[src/rtl/uart_pkt_responder_if.sv]
// uart_pkt_responder_if: UART byte, response and payload-stream signals of uart_pkt_responder.
// master is the responder side; slave is the UART/downstream side.
interface uart_pkt_responder_if;
   logic       rx_ready;
   logic [7:0] rx_data;
   logic       tx_start;
   logic [7:0] tx_data;
   logic       tx_busy;
   logic [7:0] m_data;
   logic       m_valid;
   logic       m_ready;
   logic       m_last;
   logic       pkt_ok;
   logic       pkt_err;
   logic [7:0] drop_cnt;
   modport master (
      input  rx_ready, rx_data, tx_busy, m_ready,
      output tx_start, tx_data, m_data, m_valid, m_last, pkt_ok, pkt_err, drop_cnt
   );
   modport slave (
      output rx_ready, rx_data, tx_busy, m_ready,
      input  tx_start, tx_data, m_data, m_valid, m_last, pkt_ok, pkt_err, drop_cnt
   );
endinterface

[src/rtl/uart_pkt_responder.sv]
// uart_pkt_responder: parses A5/LEN/payload/CHK packets from a UART, answers ACK/NAK, streams good payloads.
// Optional inter-byte timeout in the receive states is enabled by defining UART_PKT_TIMEOUT_EN.
module uart_pkt_responder #(
   parameter int MAX_LEN        = 16,
   parameter int TIMEOUT_CYCLES = 125000
) (
   input  logic                 clk,
   input  logic                 rst,
   uart_pkt_responder_if.master bus
);
   localparam int IW = $clog2(MAX_LEN + 1);
   localparam int AW = MAX_LEN > 1 ? $clog2(MAX_LEN) : 1;
   localparam logic [7:0] SOF = 8'hA5;
   localparam logic [7:0] ACK = 8'h06;
   localparam logic [7:0] NAK = 8'h15;
   typedef enum logic [2:0] {IDLE, GET_LEN, GET_PAY, GET_CHK, RESP, DRAIN} state_t;
   state_t        state;
   logic          rx_q, cap, len_err, fire, tmo;
   logic [7:0]    len, rem, chk, resp, drop_cnt;
   logic [IW-1:0] idx;
   logic [AW-1:0] addr;
   logic [7:0]    mem [MAX_LEN];
   assign cap  = bus.rx_ready && !rx_q;
   assign addr = idx[AW-1:0];
   // The response must go out in the same cycle tx_busy is seen low, so it is decoded from state.
   assign fire          = state == RESP && !bus.tx_busy;
   assign bus.tx_start  = fire;
   assign bus.tx_data   = fire ? resp : 8'h00;
   assign bus.pkt_ok    = fire && resp == ACK;
   assign bus.pkt_err   = (fire && resp != ACK) || tmo;
   assign bus.m_valid   = state == DRAIN;
   assign bus.m_data    = bus.m_valid ? mem[addr] : 8'h00;
   assign bus.m_last    = bus.m_valid && 8'(idx) == len - 8'd1;
   assign bus.drop_cnt  = drop_cnt;
`ifdef UART_PKT_TIMEOUT_EN
   logic [31:0] tcnt;
   logic        rx_st;
   assign rx_st = state inside {GET_LEN, GET_PAY, GET_CHK};
   assign tmo   = rx_st && !cap && tcnt == 32'(TIMEOUT_CYCLES - 1);
   always_ff @(posedge clk or posedge rst)
      if (rst) tcnt <= '0;
      else tcnt <= (cap || !rx_st) ? '0 : tcnt + 32'd1;
`else
   assign tmo = 1'b0;
`endif
   always_ff @(posedge clk or posedge rst)
      if (rst) begin
         state    <= IDLE;
         rx_q     <= 1'b1;
         len      <= '0;
         rem      <= '0;
         chk      <= '0;
         resp     <= '0;
         idx      <= '0;
         len_err  <= 1'b0;
         drop_cnt <= '0;
      end else begin
         rx_q <= bus.rx_ready;
         if (cap && (state == RESP || state == DRAIN) && drop_cnt != 8'hFF) drop_cnt <= drop_cnt + 8'd1;
         if (tmo) state <= IDLE;
         else case (state)
            IDLE: if (cap && bus.rx_data == SOF) state <= GET_LEN;
            GET_LEN: if (cap) begin
               len     <= bus.rx_data;
               rem     <= bus.rx_data;
               chk     <= bus.rx_data;
               idx     <= '0;
               len_err <= bus.rx_data == 8'd0 || int'(bus.rx_data) > MAX_LEN;
               state   <= bus.rx_data == 8'd0 ? GET_CHK : GET_PAY;
            end
            GET_PAY: if (cap) begin
               chk <= chk ^ bus.rx_data;
               rem <= rem - 8'd1;
               if (!len_err) idx <= idx + IW'(1);
               if (rem == 8'd1) state <= GET_CHK;
            end
            GET_CHK: if (cap) begin
               resp  <= (bus.rx_data == chk && !len_err) ? ACK : NAK;
               state <= RESP;
            end
            RESP: if (!bus.tx_busy) begin
               state <= resp == ACK ? DRAIN : IDLE;
               idx   <= '0;
            end
            DRAIN: if (bus.m_ready) begin
               if (bus.m_last) state <= IDLE;
               else idx <= idx + IW'(1);
            end
            default: state <= IDLE;
         endcase
      end
   always_ff @(posedge clk)
      if (state == GET_PAY && cap && !len_err) mem[addr] <= bus.rx_data;
endmodule

[src/flat_wrapper.sv]
// flat-port wrapper written by rule: the top's interface ports become plain ports
module uart_pkt_responder_flat 
#(
   parameter int MAX_LEN        = 16,
   parameter int TIMEOUT_CYCLES = 125000
)
  (clk, rst, bus_rx_ready, bus_rx_data, bus_tx_busy, bus_m_ready, bus_tx_start, bus_tx_data, bus_m_data, bus_m_valid, bus_m_last, bus_pkt_ok, bus_pkt_err, bus_drop_cnt);
  uart_pkt_responder_if bus_i ();
  input  logic clk;
  input  logic rst;
  input wire logic [$bits(bus_i.rx_ready)-1:0] bus_rx_ready;
  input wire logic [$bits(bus_i.rx_data)-1:0] bus_rx_data;
  input wire logic [$bits(bus_i.tx_busy)-1:0] bus_tx_busy;
  input wire logic [$bits(bus_i.m_ready)-1:0] bus_m_ready;
  output wire logic [$bits(bus_i.tx_start)-1:0] bus_tx_start;
  output wire logic [$bits(bus_i.tx_data)-1:0] bus_tx_data;
  output wire logic [$bits(bus_i.m_data)-1:0] bus_m_data;
  output wire logic [$bits(bus_i.m_valid)-1:0] bus_m_valid;
  output wire logic [$bits(bus_i.m_last)-1:0] bus_m_last;
  output wire logic [$bits(bus_i.pkt_ok)-1:0] bus_pkt_ok;
  output wire logic [$bits(bus_i.pkt_err)-1:0] bus_pkt_err;
  output wire logic [$bits(bus_i.drop_cnt)-1:0] bus_drop_cnt;
  assign bus_i.rx_ready = bus_rx_ready;
  assign bus_i.rx_data = bus_rx_data;
  assign bus_i.tx_busy = bus_tx_busy;
  assign bus_i.m_ready = bus_m_ready;
  assign bus_tx_start = bus_i.tx_start;
  assign bus_tx_data = bus_i.tx_data;
  assign bus_m_data = bus_i.m_data;
  assign bus_m_valid = bus_i.m_valid;
  assign bus_m_last = bus_i.m_last;
  assign bus_pkt_ok = bus_i.pkt_ok;
  assign bus_pkt_err = bus_i.pkt_err;
  assign bus_drop_cnt = bus_i.drop_cnt;
  uart_pkt_responder #(.MAX_LEN(MAX_LEN), .TIMEOUT_CYCLES(TIMEOUT_CYCLES)) u_core (.clk(clk), .rst(rst), .bus(bus_i));
endmodule
[config.mk]
export PLATFORM = sky130hd
export DESIGN_NAME = uart_pkt_responder_flat
export DESIGN_NICKNAME = d
export VERILOG_FILES = /design/src/rtl/uart_pkt_responder_if.sv /design/src/rtl/uart_pkt_responder.sv /design/src/flat_wrapper.sv
export SDC_FILE = /design/constraint.sdc
export NUM_CORES = 1
export LEC_CHECK = 0
export ABC_AREA = 1
export CELL_PAD_IN_SITES_DETAIL_PLACEMENT = 0
export CELL_PAD_IN_SITES_GLOBAL_PLACEMENT = 1
export CORE_ASPECT_RATIO = 1.2
export CORE_UTILIZATION = 41
export CTS_CLUSTER_DIAMETER = 120
export DETAILED_ROUTE_END_ITERATION = 7
export GPL_ROUTABILITY_DRIVEN = 0
export PLACE_DENSITY = 0.67
export RECOVER_POWER = 25
export SETUP_SLACK_MARGIN = 0.02
export SLEW_MARGIN = 25
export SYNTH_ARGS = -nofsm -noshare
export SYNTH_HDL_FRONTEND = slang
export SYNTH_SLANG_ARGS = --single-unit
[constraint.sdc]
create_clock -name clk -period 4.4 [get_ports clk]
set_input_delay 0.44 -clock clk [delete_from_list [all_inputs] [get_ports clk]]
set_output_delay 0.44 -clock clk [all_outputs]
set_load 0.1 [all_outputs]
==> results of run 1 <==
[cells in the mapped netlist, types with 2 or more instances]
| cell type | n |
|---|---|
| buf_4 | 6 |
| nand3_1 | 44 |
| nor2_4 | 2 |
| o21a_1 | 2 |
| ha_1 | 8 |
| edfxtp_1 | 128 |
| inv_2 | 4 |
| o211ai_1 | 2 |
| a21oi_1 | 15 |
| nor2_2 | 4 |
| xor2_1 | 11 |
| buf_2 | 16 |
| a22oi_1 | 4 |
| dfrtp_1 | 44 |
| nor2_1 | 127 |
| a31oi_1 | 11 |
| o21ai_0 | 90 |
| nand2_2 | 3 |
| o22ai_1 | 32 |
| xnor2_1 | 8 |
| nand2_1 | 122 |
| inv_1 | 53 |
| nor3_1 | 6 |
| clkbuf_1 | 13 |
| mux2_2 | 2 |
| nand4_1 | 4 |
[final timing paths]
check | startpoint | to
worst max-delay path | u_core.idx[0] | bus_m_data[1]
worst min-delay path | u_core.resp[2] | u_core.resp[2]
worst max register to register | u_core.idx[0] | u_core.mem[6][5]
worst min register to register | u_core.resp[2] | u_core.resp[2]
max in group asynchronous | rst | u_core.idx[0]
min in group asynchronous | rst | u_core.state[0]
[registers in the layout, indices dropped and copies added, names as in the netlist]
name and flops:
u_core.mem 128, u_core.bus.drop_cnt 8, u_core.chk 8, u_core.len 8, u_core.rem 8, u_core.idx 5, u_core.resp 3, u_core.state 3
u_core.len_err 1, u_core.rx_q 1
[cells by family (layout without fill, tap and decap cells)]
family                     Yosys count  after routing  share of synthesized area
and+or+nand+nor                    316            316                     0.1672
adders and majority gates            8              8                    0.01270
other                                1              4                  0.0004759
AOI/OAI and AO/OA                  158            158                     0.1132
buffers and inverters               95            137                    0.05160
xor gates and xnor gates            19             19                    0.02112
DFF                                173            173                     0.6308
muxes                                2              2                   0.002858
[tightest hold or removal path, cell delays in order (launching register included)]
cell	delay, ns
dfrtp_1	0.33
inv_1	0.06
nand2_1	0.06
[metal layers]
metal	wire, um	vias up
met4	240	0
met2	10140	127
met1	9113	2807
li1	-	2717
met3	715	16
met5	0	-
[cell usage in the layout, fill, tap and decap left out, drive strengths merged, types with 20 or more instances in the layout]
master           n
inv             58
nor2           133
clkbuf          20
dfrtp           44
nand2          125
edfxtp         128
nand3           44
o21ai           90
o22ai           32
clkdlybuf4s50   22
[area by class of cell]
cell class | instances | area [sq um] | area share
tap | 256 | 320.3 | 0.03553
multi-input combinational | 507 | 2516 | 0.2791
clock buffer | 18 | 429.2 | 0.04760
inverter | 58 | 219.0 | 0.02429
sequential | 173 | 4972 | 0.5515
timing repair buffer | 47 | 415.4 | 0.04607
clock inverter | 14 | 143.9 | 0.01596
[metrics by stage]
step / std cells / power, mW / setup WS [ns]
floorplan: 775 / 3.161 / 0.3907
global placement: 1041 / 3.534 / 1.495
detailed placement: 1041 / 3.549 / 1.479
CTS: 1073 / 5.024 / 1.038
global route: 1073 / 5.273 / 0.8402
finish: 1073 / 4.987 / 1.034
[where the power goes]
group,switching (mW),internal [mW]
registers,0.148,1.91
clock network,0.637,0.837
logic,1.01,0.446
==> impl_metrics.py, run 1 <==
metrics = {
    "routing": {
        "routed_via_density": 5.281,
        "wirelength_um": 20210,
        "ant_nets": 0,
        "wl_per_cell_um": 18.83,
        "vias": 5667,
        "dr.pass1.iters": 5,
        "drt_iter0_markers": 393,
        "drc": 0,
    },
    "synth": {
        "synth-seq-area-share": 0.6308,
        "avgSynthCellArea_sq_um": 10.21,
        "synth_edf_count": 128,
        "ys.flop_type": "edfxtp_1",
        "ys_types": 37,
        "synth-seq-cells": 173,
        "yosysTopAreaCellShare": 0.4878,
        "syn_area_sq_um": 7880,
        "synthArstFlopShare": 0.2601,
        "yosys.area.top_type": "edfxtp_1",
        "synthCells": 772,
        "synthTopCellsByArea": "edfxtp_1, dfrtp_1, nor2_1",
        "ys_warn_count": 0,
    },
    "global_route": {
        "antenna_found_initial": 0,
        "met3_usage": 0.04175,
        "track_usage": 0.2130,
        "grt-busiest-layer": "met2",
        "use_met1": 0.2802,
        "overflow": 0,
        "grt_max_degree": 67,
        "grt_use_met2": 0.3573,
        "grt_pass1_vias": 5593,
        "grt_pass1_wl_um": 31090,
    },
    "clock_tree": {
        "tritoncts": "built",
        "clock_sinks": 173,
        "cts_hold_buffers": 0,
        "cts-root-buf": "clkbuf_16",
        "max-clock-path-buffers": 2,
        "post_cts_buffers": 0,
        "cts.clk_slew.worst_paths_ns": 0.07,
        "htree_levels": 4,
        "clock_latency_ns": 0.42,
        "postCtsResizedCells": 0,
        "cts_inserted_buffers": 17,
    },
    "placement": {
        "hpwl_um": 13150,
        "dpl_cell_area_sq_um": 8449,
        "portBuffers": 37,
    },
    "worst_setup_path": {
        "ff2ff_path_depth": 5,
        "cpLargestDelayFamily": "buffers and inverters",
        "crit_required_ns": 3.96,
        "critical_path_cell_count": 9,
        "r2r_slack_ns": 1.59,
        "cp.arrival_ns": 2.93,
        "worst_path_max_delay_cell": "dfrtp_2",
        "cp_slowest_stage_delay_ns": 0.65,
        "endpoint_kind": "output port",
        "path_class": "flip-flop to output port",
        "critPathMaxFanout": 66,
        "crit_path_start_kind": "flip-flop",
        "path_cells": "inv_1 -> buf_4 -> o21ai_0 -> o22ai_1 -> nand2_1 -> nand2_1 -> inv_1 -> a31oi_1 -> buf_4",
        "critPathBufInv": 4,
    },
    "layout": {
        "final_area_sq_um": 9016,
        "n_fill_cell": 1807,
        "antenna_cells": 0,
        "syn_to_final_growth_pct": 14.42,
        "fin_util": 0.4782,
        "fin_nets": 825,
        "layout-drive-gt1-share": 0.08690,
    },
    "outcome": {
        "violations": "max-capacitance violations, max-slew violations",
        "outcome": "finished with violations",
    },
    "sta": {
        "tightest_slew_ns": 2.125,
        "fmax_mhz": 297.1,
        "rsz0062_at_grt": "false",
        "post-route-period-util": 0.7651,
        "setup_viol": 0,
        "relSlewSlack": -0.4245,
        "slew_viol_final": 46,
        "tns_ns": 0,
        "fin_crit_ns": 3.366,
        "whs_ns": 0.4817,
        "hold_viol": 0,
        "fin_skew_ns": 0.007949,
    },
    "floorplan": {
        "coreArea_sq_um": 18860,
        "start_util": 0.4179,
        "rows": 55,
        "dieArea_sq_um": 19780,
        "die_h_um": 153.9,
        "pin_count": 42,
        "die_w_um": 128.6,
    },
    "power_and_ir_drop": {
        "ir_worst_vdd_mv": 0.4215,
        "p_leak_nw": 3.381,
        "cellPowerDensity_nw_per_um2": 553.1,
    },
    "hold_path": {
        "hold_path_depth": 2,
        "hold_class": "flip-flop to flip-flop",
    },
    "flow_run": {
        "max_cap_viol_count": 1,
    },
}
No activity file was read; power rests on OpenSTA's default activity.
==> inputs of run 2 (changes only) <==
==> constraint.sdc (replaced) <==
create_clock -name clk -period 3.2 [get_ports clk]
set_input_delay 0.32 -clock clk [delete_from_list [all_inputs] [get_ports clk]]
set_output_delay 0.32 -clock clk [all_outputs]
set_load 0.1 [all_outputs]
==> impl_metrics.py, run 2 (same netlist as run 1, synthesis figures left out) <==
metrics = {
    "outcome": {
        "outcome": "finished with violations",
        "violations": "max-capacitance violations, max-slew violations",
    },
    "sta": {
        "fin_skew_ns": 0.01181,
        "setup_viol": 0,
        "rsz0062_at_grt": "false",
        "hold_viol": 0,
        "fmax_mhz": 358.1,
        "slew_viol_final": 46,
        "post-route-period-util": 0.8728,
        "fin_ws_ns": 0.4071,
        "tns_ns": 0,
        "fin_crit_ns": 2.793,
        "tightest_slew_ns": 2.152,
        "relSlewSlack": -0.4425,
    },
    "routing": {
        "vias": 5624,
        "wl_per_cell_um": 17.94,
        "drt_iter0_markers": 446,
        "wirelength_um": 19540,
        "ant_nets": 0,
        "dr.pass1.iters": 5,
        "routed_via_density": 5.164,
        "drc": 0,
    },
    "clock_tree": {
        "clock_sinks": 173,
        "tritoncts": "built",
        "cts-root-buf": "clkbuf_16",
        "postCtsResizedCells": 0,
        "cts.clk_slew.worst_paths_ns": 0.07,
        "cts_hold_buffers": 0,
        "cts_inserted_buffers": 17,
        "clock_latency_ns": 0.42,
        "post_cts_buffers": 0,
        "htree_levels": 4,
        "max-clock-path-buffers": 2,
    },
    "placement": {
        "dpl_cell_area_sq_um": 8727,
        "hpwl_um": 13410,
        "placed_cells": 1057,
        "portBuffers": 37,
        "dp_worst_setup_slack_ns": 0.6139,
    },
    "global_route": {
        "grt_pass1_wl_um": 30900,
        "grt-busiest-layer": "met2",
        "grt_use_met2": 0.3550,
        "met3_usage": 0.04280,
        "antenna_found_initial": 0,
        "track_usage": 0.2107,
        "grt_pass1_vias": 5702,
        "use_met1": 0.2650,
        "overflow": 0,
        "grt_max_degree": 46,
    },
    "layout": {
        "layout-drive-gt1-share": 0.1297,
        "final_area_sq_um": 9308,
        "largest_register_ffs": 128,
        "antenna_cells": 0,
        "fin_nets": 841,
        "largest_register": "u_core.mem",
        "syn_to_final_growth_pct": 18.12,
        "instances_no_fill": 1089,
        "mostFrequentLayoutCells": "edfxtp_1, nand2_1, nor2_1, o21ai_0, inv_1",
        "layout_commonest_cell": "edfxtp_1",
    },
    "worst_setup_path": {
        "critPathMaxFanout": 30,
        "cp_slowest_stage_delay_ns": 0.57,
        "cp.arrival_ns": 2.47,
        "crit_required_ns": 2.88,
        "critPathBufInv": 3,
        "path_cells": "inv_1 -> buf_4 -> o21ai_0 -> o22ai_1 -> nand3_1 -> a31oi_2 -> buf_12",
        "cpLargestDelayFamily": "compound AO/OA/AOI/OAI gates",
        "worst_path_max_delay_cell": "dfrtp_2",
        "endpoint_kind": "output port",
        "crit_path_start_kind": "flip-flop",
        "path_class": "flip-flop to output port",
    },
    "power_and_ir_drop": {
        "p_leak_nw": 3.519,
        "ir_worst_vdd_mv": 0.6708,
        "cellPowerDensity_nw_per_um2": 740.5,
    },
    "floorplan": {
        "start_util": 0.4179,
        "die_w_um": 128.6,
        "pin_count": 42,
        "dieArea_sq_um": 19780,
        "coreArea_sq_um": 18860,
        "rows": 55,
        "die_h_um": 153.9,
    },
    "flow_run": {
        "max_cap_viol_count": 1,
    },
    "hold_path": {
        "hold_class": "primary input to flip-flop",
    },
}
-- run 2: cell count changes in the layout (fill, tap and decap cells not counted), moves of 4 or more --
cell	change
buf_4	+15
nor2_1	-4
a31oi_2	+8
buf_12	+9
clkdlybuf4s50_1	-9
a31oi_1	-8
-- run 2: report_power, final --
part | total, mW | switching, mW | internal (mW)
registers | 2.81 | 0.185 | 2.62
logic | 2.04 | 1.39 | 0.652
clock network | 2.05 | 0.884 | 1.16
-- run 2: area by class of cell --
class / count / area [sq um]
fill: 1761 / 9548
sequential: 173 / 4972
multi-input combinational: 507 / 2581
timing repair buffer: 63 / 628.1
clock buffer: 17 / 425.4
tap: 256 / 320.3
inverter: 58 / 219.0
clock inverter: 15 / 161.4
-- run 2: worst paths after layout --
| path | startpoint | end | slack [ns] | cells past startpoint |
|---|---|---|---|---|
| min in group asynchronous | rst | u_core.bus.drop_cnt[6] | 0.91 | 2 |
| hold reg to reg | u_core.idx[4] | u_core.idx[4] | 0.51 | 2 |
| max in group asynchronous | rst | u_core.idx[0] | 1.20 | 2 |
| setup reg to reg | u_core.idx[2] | u_core.mem[3][3] | 0.80 | 3 |
| setup / recovery | u_core.idx[0] | bus_m_data[2] | 0.41 | 7 |
| hold / removal | bus_rx_ready | u_core.rx_q | 0.47 | 1 |
-- run 2: metal layers --
metal  share of wire  vias to the layer above
li1                -                     2756
met2            0.50                      135
met4           0.020                        0
met5               0                        -
met1            0.44                     2709
met3           0.040                       24
-- run 2: through the flow --
stage | utilization | power [mW] | hold WS, ns
2_1_floorplan | - | 4.364 | 0.3245
3_5_place_dp | 0.4628 | 4.897 | 0.4911
4_1_cts | 0.4940 | 6.949 | 0.3248
5_1_grt | 0.4936 | 7.325 | 0.4691
6_report | 0.4936 | 6.892 | 0.4668
3_3_place_gp | 0.4628 | 4.880 | 0.4638
==> inputs of run 3 (changes only) <==
--- a/config.mk
+++ b/config.mk
@@ -10,6 +10,7 @@
 export CELL_PAD_IN_SITES_GLOBAL_PLACEMENT = 1
 export CORE_ASPECT_RATIO = 1.2
 export CORE_UTILIZATION = 41
+export CTS_BUF_LIST = sky130_fd_sc_hd__clkbuf_8 sky130_fd_sc_hd__clkbuf_16
 export CTS_CLUSTER_DIAMETER = 120
 export DETAILED_ROUTE_END_ITERATION = 7
 export GPL_ROUTABILITY_DRIVEN = 0
==> results of run 3 <==
Final layout, timing and power as in run 2 (identical DEF).
